--- src/rtl/mem_requester_pkg.sv ---
// Shared constants, encodings and payload types for the line-wide memory requester.
package mem_requester_pkg;

    localparam int unsigned ADDR_WIDTH  = 32;
    localparam int unsigned LINE_WIDTH  = 128;
    localparam int unsigned OFFSET_BITS = $clog2(LINE_WIDTH / 8);

    localparam logic [ADDR_WIDTH-1:0] LINE_MASK = ~ADDR_WIDTH'((64'd1 << OFFSET_BITS) - 64'd1);

    typedef enum logic [2:0] {
        MR_IDLE  = 3'd0,
        MR_ISSUE = 3'd1,
        MR_WAIT  = 3'd2,
        MR_ACK   = 3'd3,
        MR_RESP  = 3'd4
    } mr_state_e;

    localparam logic OP_READ  = 1'b0;
    localparam logic OP_WRITE = 1'b1;

    typedef struct packed {
        logic                  op;
        logic [ADDR_WIDTH-1:0] addr;
        logic [LINE_WIDTH-1:0] data;
    } mem_req_t;

    // Offset bits are discarded rather than faulted.
    function automatic logic [ADDR_WIDTH-1:0] line_align(input logic [ADDR_WIDTH-1:0] addr);
        return addr & LINE_MASK;
    endfunction

endpackage

--- src/rtl/rr_arbiter2.sv ---
// Two-requester round-robin arbiter: combinational grant, pointer advances past the winner on accept.
module rr_arbiter2 (
    input  logic       clk,
    input  logic       rst_n,
    input  logic [1:0] req,
    input  logic       accept,
    output logic [1:0] grant_c
);

    logic ptr_q;

    always_comb begin
        grant_c = 2'b00;
        case (req)
            2'b01:   grant_c = 2'b01;
            2'b10:   grant_c = 2'b10;
            2'b11:   grant_c = ptr_q ? 2'b10 : 2'b01;
            default: grant_c = 2'b00;
        endcase
    end

    always_ff @(posedge clk or negedge rst_n) begin
        if (!rst_n) begin
            ptr_q <= 1'b0;
        end else if (accept) begin
            ptr_q <= grant_c[0];
        end
    end

endmodule

--- src/rtl/mem_requester.sv ---
// Arbitrates instruction/data cache line requests and serialises them onto the line-wide memory port.
module mem_requester
    import mem_requester_pkg::*;
(
    input  logic                  clk,
    input  logic                  rst_n,
    input  logic                  c0_req_valid,
    input  logic                  c0_req_op,
    input  logic [ADDR_WIDTH-1:0] c0_req_addr,
    input  logic [LINE_WIDTH-1:0] c0_req_wdata,
    output logic                  c0_req_ready,
    output logic                  c0_resp_valid,
    output logic [LINE_WIDTH-1:0] c0_resp_rdata,
    input  logic                  c1_req_valid,
    input  logic                  c1_req_op,
    input  logic [ADDR_WIDTH-1:0] c1_req_addr,
    input  logic [LINE_WIDTH-1:0] c1_req_wdata,
    output logic                  c1_req_ready,
    output logic                  c1_resp_valid,
    output logic [LINE_WIDTH-1:0] c1_resp_rdata,
    output logic                  mem_enable,
    output logic                  mem_op,
    output logic [ADDR_WIDTH-1:0] mem_address,
    output logic [LINE_WIDTH-1:0] mem_data_in,
    output logic                  mem_op_init,
    output logic                  mem_op_done,
    input  logic [LINE_WIDTH-1:0] mem_data_out,
    input  logic                  mem_data_ready
);

    mr_state_e             state_q, state_d;
    logic [1:0]            req_c, grant_c;
    logic                  accept_c;
    mem_req_t              win_c, req_q;
    logic                  gnt_q;
    logic [LINE_WIDTH-1:0] line_q;

    assign req_c    = {c1_req_valid, c0_req_valid};
    assign accept_c = (state_q == MR_IDLE) && (req_c != 2'b00);

    rr_arbiter2 u_arb (
        .clk     (clk),
        .rst_n   (rst_n),
        .req     (req_c),
        .accept  (accept_c),
        .grant_c (grant_c)
    );

    assign c0_req_ready = (state_q == MR_IDLE) && grant_c[0];
    assign c1_req_ready = (state_q == MR_IDLE) && grant_c[1];

    // Payload of whichever client wins this cycle.
    always_comb begin
        win_c      = '0;
        win_c.op   = grant_c[1] ? c1_req_op : c0_req_op;
        win_c.addr = line_align(grant_c[1] ? c1_req_addr : c0_req_addr);
        win_c.data = grant_c[1] ? c1_req_wdata : c0_req_wdata;
    end

    always_ff @(posedge clk or negedge rst_n) begin
        if (!rst_n) begin
            state_q <= MR_IDLE;
        end else begin
            state_q <= state_d;
        end
    end

    // Stale data_ready outside WAIT/ACK is ignored by construction.
    always_comb begin
        state_d = state_q;
        case (state_q)
            MR_IDLE:  if (req_c != 2'b00) state_d = MR_ISSUE;
            MR_ISSUE: state_d = MR_WAIT;
            MR_WAIT:  if (mem_data_ready) state_d = MR_ACK;
            MR_ACK:   if (!mem_data_ready) state_d = MR_RESP;
            MR_RESP:  state_d = MR_IDLE;
            default:  state_d = MR_IDLE;
        endcase
    end

    always_ff @(posedge clk or negedge rst_n) begin
        if (!rst_n) begin
            req_q  <= '0;
            gnt_q  <= 1'b0;
            line_q <= '0;
        end else begin
            if (accept_c) begin
                req_q <= win_c;
                gnt_q <= grant_c[1];
            end
            if ((state_q == MR_WAIT) && mem_data_ready) begin
                line_q <= (req_q.op == OP_READ) ? mem_data_out : '0;
            end
        end
    end

    // Outputs decoded from the next state so they line up with the state they describe.
    always_ff @(posedge clk or negedge rst_n) begin
        if (!rst_n) begin
            mem_enable    <= 1'b0;
            mem_op_init   <= 1'b0;
            mem_op_done   <= 1'b0;
            c0_resp_valid <= 1'b0;
            c1_resp_valid <= 1'b0;
            c0_resp_rdata <= '0;
            c1_resp_rdata <= '0;
        end else begin
            mem_enable    <= (state_d == MR_ISSUE) || (state_d == MR_WAIT);
            mem_op_init   <= (state_d == MR_ISSUE);
            mem_op_done   <= (state_d == MR_ACK);
            c0_resp_valid <= (state_d == MR_RESP) && !gnt_q;
            c1_resp_valid <= (state_d == MR_RESP) && gnt_q;
            if ((state_d == MR_RESP) && !gnt_q) c0_resp_rdata <= line_q;
            if ((state_d == MR_RESP) && gnt_q)  c1_resp_rdata <= line_q;
        end
    end

    assign mem_op      = req_q.op;
    assign mem_address = req_q.addr;
    assign mem_data_in = req_q.data;

endmodule

--- config.mk ---
export PLATFORM = sky130hd
export DESIGN_NAME = mem_requester
export DESIGN_NICKNAME = d
export VERILOG_FILES = /design/src/rtl/mem_requester_pkg.sv /design/src/rtl/rr_arbiter2.sv /design/src/rtl/mem_requester.sv
export SDC_FILE = /design/constraint.sdc
export NUM_CORES = 1
export LEC_CHECK = 0
export ABC_AREA = 1
export CAP_MARGIN = 20
export CORE_AREA = 3 3 338 340
export CTS_CLUSTER_DIAMETER = 60
export DETAILED_ROUTE_END_ITERATION = 12
export DIE_AREA = 0 0 341 343
export PLACE_DENSITY = 0.52
export SYNTH_ARGS = -nofsm -noshare
export SYNTH_HDL_FRONTEND = slang
export SYNTH_HIERARCHICAL = 1
export SYNTH_SLANG_ARGS = --single-unit
--- constraint.sdc ---
create_clock -name clk -period 1.5 [get_ports clk]
set_clock_uncertainty 0.2 [all_clocks]
set_input_delay 0.375 -clock clk [delete_from_list [all_inputs] [get_ports clk]]
set_output_delay 0.375 -clock clk [all_outputs]
set_load 0.02 [all_outputs]
-- Yosys cells after proc, flatten, opt, wreduce, memory -nomap -nowiden
Cells that the tools add are included.
- memories: 0
- bits in latches: 0
- memory bits (writable): 0
- ROM bits: 0
- register bits: 551
- shifts and indexed selects: 0
- $lt $le $gt $ge: 0
- add/sub/neg operators: 0
- bitwise logic cells: 0
- div/mod/pow operators: 0
- eq/ne operators: 10
- reductions and logical operators: 10
- multipliers: 0
- mux-type cells: 10
- operators with widths (cell ; number):
    128-bit two-way mux ; 2
    32-bit two-way mux ; 1
    3-bit by 2-bit equality test with 1-bit output (second input constant) ; 4
    3-bit case mux with 4 select lines ; 1
    3-bit two-way mux ; 3
    3-bit by 1-bit equality test with 1-bit output (second input constant) ; 2
    1-bit logical AND ; 6
    2-bit case mux with 3 select lines ; 1
    2-bit equality test (second input constant) ; 2
    3-bit equality test (second input constant) ; 1
    3-bit logical NOT ; 1
    2-bit by 1-bit equality test with 1-bit output (second input constant) ; 1
    2-bit two-way mux ; 1
    2-bit nonzero test ; 1
    1-bit logical NOT ; 1
    1-bit logical OR ; 1
    1-bit two-way mux ; 1

-- Longest topological paths before layout
- depth in word-level cells: 5
- gate-level depth with buffers: 10
- mapped depth without buffers: 7

-- Cells and area by module
Netlist, hierarchy kept.
- by module, submodules not included (module ; cells each ; area an instance (sq um) ; times used):
    mem_requester ; 3142 ; 24068.1 ; 1
    rr_arbiter2 ; 9 ; 62.6 ; 1

-- Least setup slack after synthesis
Ideal clock, no wire load.
- path type: input to output
- start: input c1_req_valid
- end: output c1_req_ready
- required time: 0.925 ns
- path slack: -0.338 ns
- arrival: 1.263 ns
- path buffers: 2
- stages: 5
- cell sequence: a21boi_1 -> buf_2 -> clkinv_1 -> clkbuf_1 -> nor2_1
- cells in the longest elaborated chain, start to end: 3
- ends and longest elaborated chain (what ; RTL line ; RTL):
    start: declaration ; mem_requester.sv:14 ; input logic c1_req_valid,
    2-bit equality test or 2-bit by 1-bit equality test with 1-bit output (tied branches) ; rr_arbiter2.sv:14 ; case (req)
    2-bit case mux with 3 select lines * ; rr_arbiter2.sv:14 ;
    1-bit logical AND * ; mem_requester.sv:50 ; assign c1_req_ready = (state_q == MR_IDLE) && grant_c[1];
    end: declaration ; mem_requester.sv:18 ; output logic c1_req_ready,
Mark *: on every way between the ends. The rest lies on a longest branch, timed or not.

-- Final worst setup path
- start: register state_q[0]
- end: output c0_req_ready
- cells in the longest elaborated chain, start to end: 2
- ends and longest elaborated chain (what ; RTL line ; RTL):
    start: declaration ; mem_requester.sv:31 ; mr_state_e state_q, state_d;
    start signal: assignment ; mem_requester.sv:64 ; state_q <= state_d;
    3-bit logical NOT ; mem_requester.sv:49 ; assign c0_req_ready = (state_q == MR_IDLE) && grant_c[0];
    1-bit logical AND ; mem_requester.sv:49 ;
    end: declaration ; mem_requester.sv:11 ; output logic c0_req_ready,
No other way between the ends.

==> summary.txt <==
Outcome
  • Outcome: complete, but fails checks
  • Violated checks: negative setup slack

Power
  • Pleak: 22.4 nW
  • Clock power frac: 0.184
  • Reg power frac: 0.304
  • Internal power: 0.0560 W
  • Sw power: 0.0383 W
  • Net Sw Frac: 0.406
  • Maximum VDD drop: 893 µV
  • Power density over the cells: 2240 nW/µm²
  • Comb power frac: 0.513

Synth
  • Synth Instances: 3151
  • Mapped Area: 24100 µm²
  • Mean Syn Cell Area: 7.66 µm²
  • Synth area leaders: dfrtp_1 57%, nand2_1 29%, nand3_1 5.4%
  • Synth top area share: 0.571
  • Synth cell types: 19
  • Post-synthesis sequential area ratio: 0.571
  • Synth area leader: dfrtp_1
  • Flops & latches, synth: 551
  • Synth Warn #: 6

Detailed routing
  • Detailed Route WL: 112 mm
  • DRC viols: 0
  • Initial DRC Count: 1279
  • Via-per-instance ratio: 4.14
  • Routed via count: 24100
  • First-pass detailed-route iteration total: 5
  • Routed Antenna Nets: 0
  • Wire per inst: 19.2 µm

Placement
  • Detail Placement HPWL: 82.2 mm
  • Port Buffer Count: 866
  • Post-Place Cells: 5547
  • Routability Congestion: 0.873

GRT
  • Number of antenna violations at the first check in global routing: 6
  • Largest net degree at the start of global routing: 73
  • Global-route wire length before repair: 157 mm
  • Total Routing Usage GR: 0.178
  • Congestion Overflow GR: 0
  • Vias in the first global route: 23900

Setup path
  • Crit path kind: reg2out
  • Critical Path End Type: primary output
  • Critical-path maximum fanout: 3
  • CP Launch Type: register
  • Critical Path RT: 0.92 ns
  • Crit path DAT: 1.64 ns

Cells and area
  • Multi-input logic area: 9140 µm²
  • Syn-to-layout area delta: 74.2%
  • Finished Layout Cells: 5825
  • Post-layout util: 0.376
  • Share of layout cells above drive strength 1: 0.232
  • # fillers: 11500
  • Register area: 13800 µm²
  • Nets: 4726

Worst hold path
  • Worst hold path type: in2async

CTS
  • CTS buffer count: 71
  • Clock edge transition at the registers on the reported setup and hold paths: 0.06 ns
  • CTS max path bufs: 3
  • Htree depth: 3
  • Num Clock Sinks: 551
  • TritonCTS clock tree: done
  • Clock Tree Root: clkbuf_16
  • Later-pin clock latency in the skew report: 0.62 ns

Timing
  • Final setup margin: -0.711 ns
  • TNS Setup: -280.12 ns
  • Setup violators final: 966
  • Hold Slack: 0.0535 ns
  • Period utilisation layout: 1.47
  • F_max: 452 MHz
  • Crit path time final: 2.21 ns
  • RSZ-0062 raised after global routing: true
  • Max Transition Viols Final: 0
  • Final hold vios: 0

Job
  • Max_cap viols: 0

Floorplanning
  • Die Ht: 343 µm
  • Die area: 117000 µm²
  • Core box area: 112000 µm²
  • Die width: 341 µm
  • Io pins: 879
  • Core Rows: 123
  • Initial Utilization: 0.216
==> cell families (layout without fill, tap and decap cells) <==
| logic type | count (synthesis) | in the layout | share of synthesized area |
|---|---|---|---|
| other | 1 | 5 | 0.000155 |
| DFF | 551 | 551 | 0.571 |
| buffers and inverters | 342 | 1512 | 0.0628 |
| AOI/OAI and AO/OA | 1 | 1 | 0.000311 |
| and+or+nand+nor | 2256 | 2256 | 0.365 |
==> flip-flops by register name (all words and copies together), names as in the netlist <==
name / flops
line_q: 128
mem_data_in: 128
state_q: 3
c0_resp_rdata: 128
mem_enable: 1
c1_resp_valid: 1
mem_op_init: 1
c1_resp_rdata: 128
mem_op: 1
c0_resp_valid: 1
gnt_q: 1
mem_op_done: 1
u_arb/ptr_q: 1
mem_address: 28
==> final cells by class <==
cell class / instances / share of cell area
well taps: 1500 / 0.0446
multi-input cells: 2261 / 0.217
inverters: 143 / 0.0131
clock buffers: 100 / 0.0497
flip-flops and latches: 551 / 0.328
diodes: 1 / 0.0000595
clock inverters: 26 / 0.00723
repair buffers: 1243 / 0.339
==> path summary, 6_finish.rpt <==
| check | start | depth (start not counted) | endpoint | slack, ns |
|---|---|---|---|---|
| max in group asynchronous | rst_n | 4 | mem_data_in[46] | 0.36 |
| max reg2reg | state_q[0] | 12 | mem_data_in[71] | -0.54 |
| max | state_q[0] | 5 | c0_req_ready | -0.71 |
| min | rst_n | 2 | c0_resp_rdata[101] | 0.05 |
| min in group clk | mem_data_out[122] | 5 | line_q[122] | 0.16 |
| min reg2reg | c0_resp_rdata[91] | 2 | c0_resp_rdata[91] | 0.27 |
==> routing by layer <==
metal / vias to the layer above / wire (µm) / track usage
li1: 11800 / - / -
met3: 124 / 8740 / 0.0496
met5: - / 34 / 0
met1: 11400 / 44600 / 0.213
met2: 823 / 55900 / 0.315
met4: 6 / 2530 / 0.0453
==> cells in the final DEF, fill, tap and decap left out <==
cell type / instances
inv_6: 2
clkbuf_16: 91
clkbuf_1: 12
buf_8: 10
nand2_4: 5
buf_6: 276
nand3_1: 258
nor2_4: 6
clkdlybuf4s50_1: 445
clkinv_8: 2
nand2_8: 1
clkinv_4: 6
inv_8: 1
clkinvlp_4: 3
nand2_1: 1784
buf_12: 167
dlygate4sd3_1: 1
dfrtp_1: 542
nand3_4: 3
clkbuf_8: 14
nand2_2: 63
nand3_2: 1
a21boi_4: 1
buf_4: 311
diode_2: 1
nand4_1: 2
clkinv_2: 9
and3_1: 1
buf_16: 16
bufinv_16: 3
clkinv_16: 1
inv_1: 139
and2_4: 1
conb_1: 4
dfrtp_4: 2
dfrtp_2: 7
nor2_1: 131
inv_4: 2
inv_16: 1
==> power groups by stage <==
stage	sequential (W)	combinational (W)	clock (W)
6_report	0.0286	0.0484	0.0173
5_1_grt	0.0295	0.0518	0.0185
4_1_cts	0.0286	0.0475	0.0179
3_5_place_dp	0.0281	0.0434	0
3_3_place_gp	0.0281	0.0431	0
2_1_floorplan	0.0330	0.0119	0
==> cells in the mapped netlist <==
cell type  number
buf_4          32
nor2_4          1
nand2_1      1853
buf_2          83
clkbuf_1       74
inv_1         141
and2_1          1
nand4_1         2
nor2_1        135
and3_1          1
nor2_2          1
dfrtp_1       551
buf_1           9
conb_1          1
buf_6           1
clkinv_1        1
nand3_1       262
a21boi_1        1
inv_2           1
==> through the flow <==
| step | instance area [µm²] | worst slack (ns) | power, W |
|---|---|---|---|
| floorplan | 24200 | -0.0855 | 0.0449 |
| global placement | 37100 | -0.878 | 0.0712 |
| detailed placement | 37100 | -0.876 | 0.0715 |
| CTS | 41200 | -0.865 | 0.0941 |
| global route | 42000 | -0.827 | 0.0998 |
| finish | 42000 | -0.711 | 0.0943 |
==> critical path, cell delays in order (launching register included) <==
cell and delay [ns]:
dfrtp_1 0.40, nor2_4 0.15, buf_6 0.14, nand2_8 0.07, nor2_4 0.13, buf_6 0.14
==> timing repair <==
action                                  CTS  global route
endpoints found under the hold margin   551             0
pin swaps                                 5            45
gates resized for setup                1637           101
gates cloned                             13            17
buffers inserted                        106            18
setup endpoints to repair               967           979
hold buffers                              2             0
(Power assumes the default switching activity.)
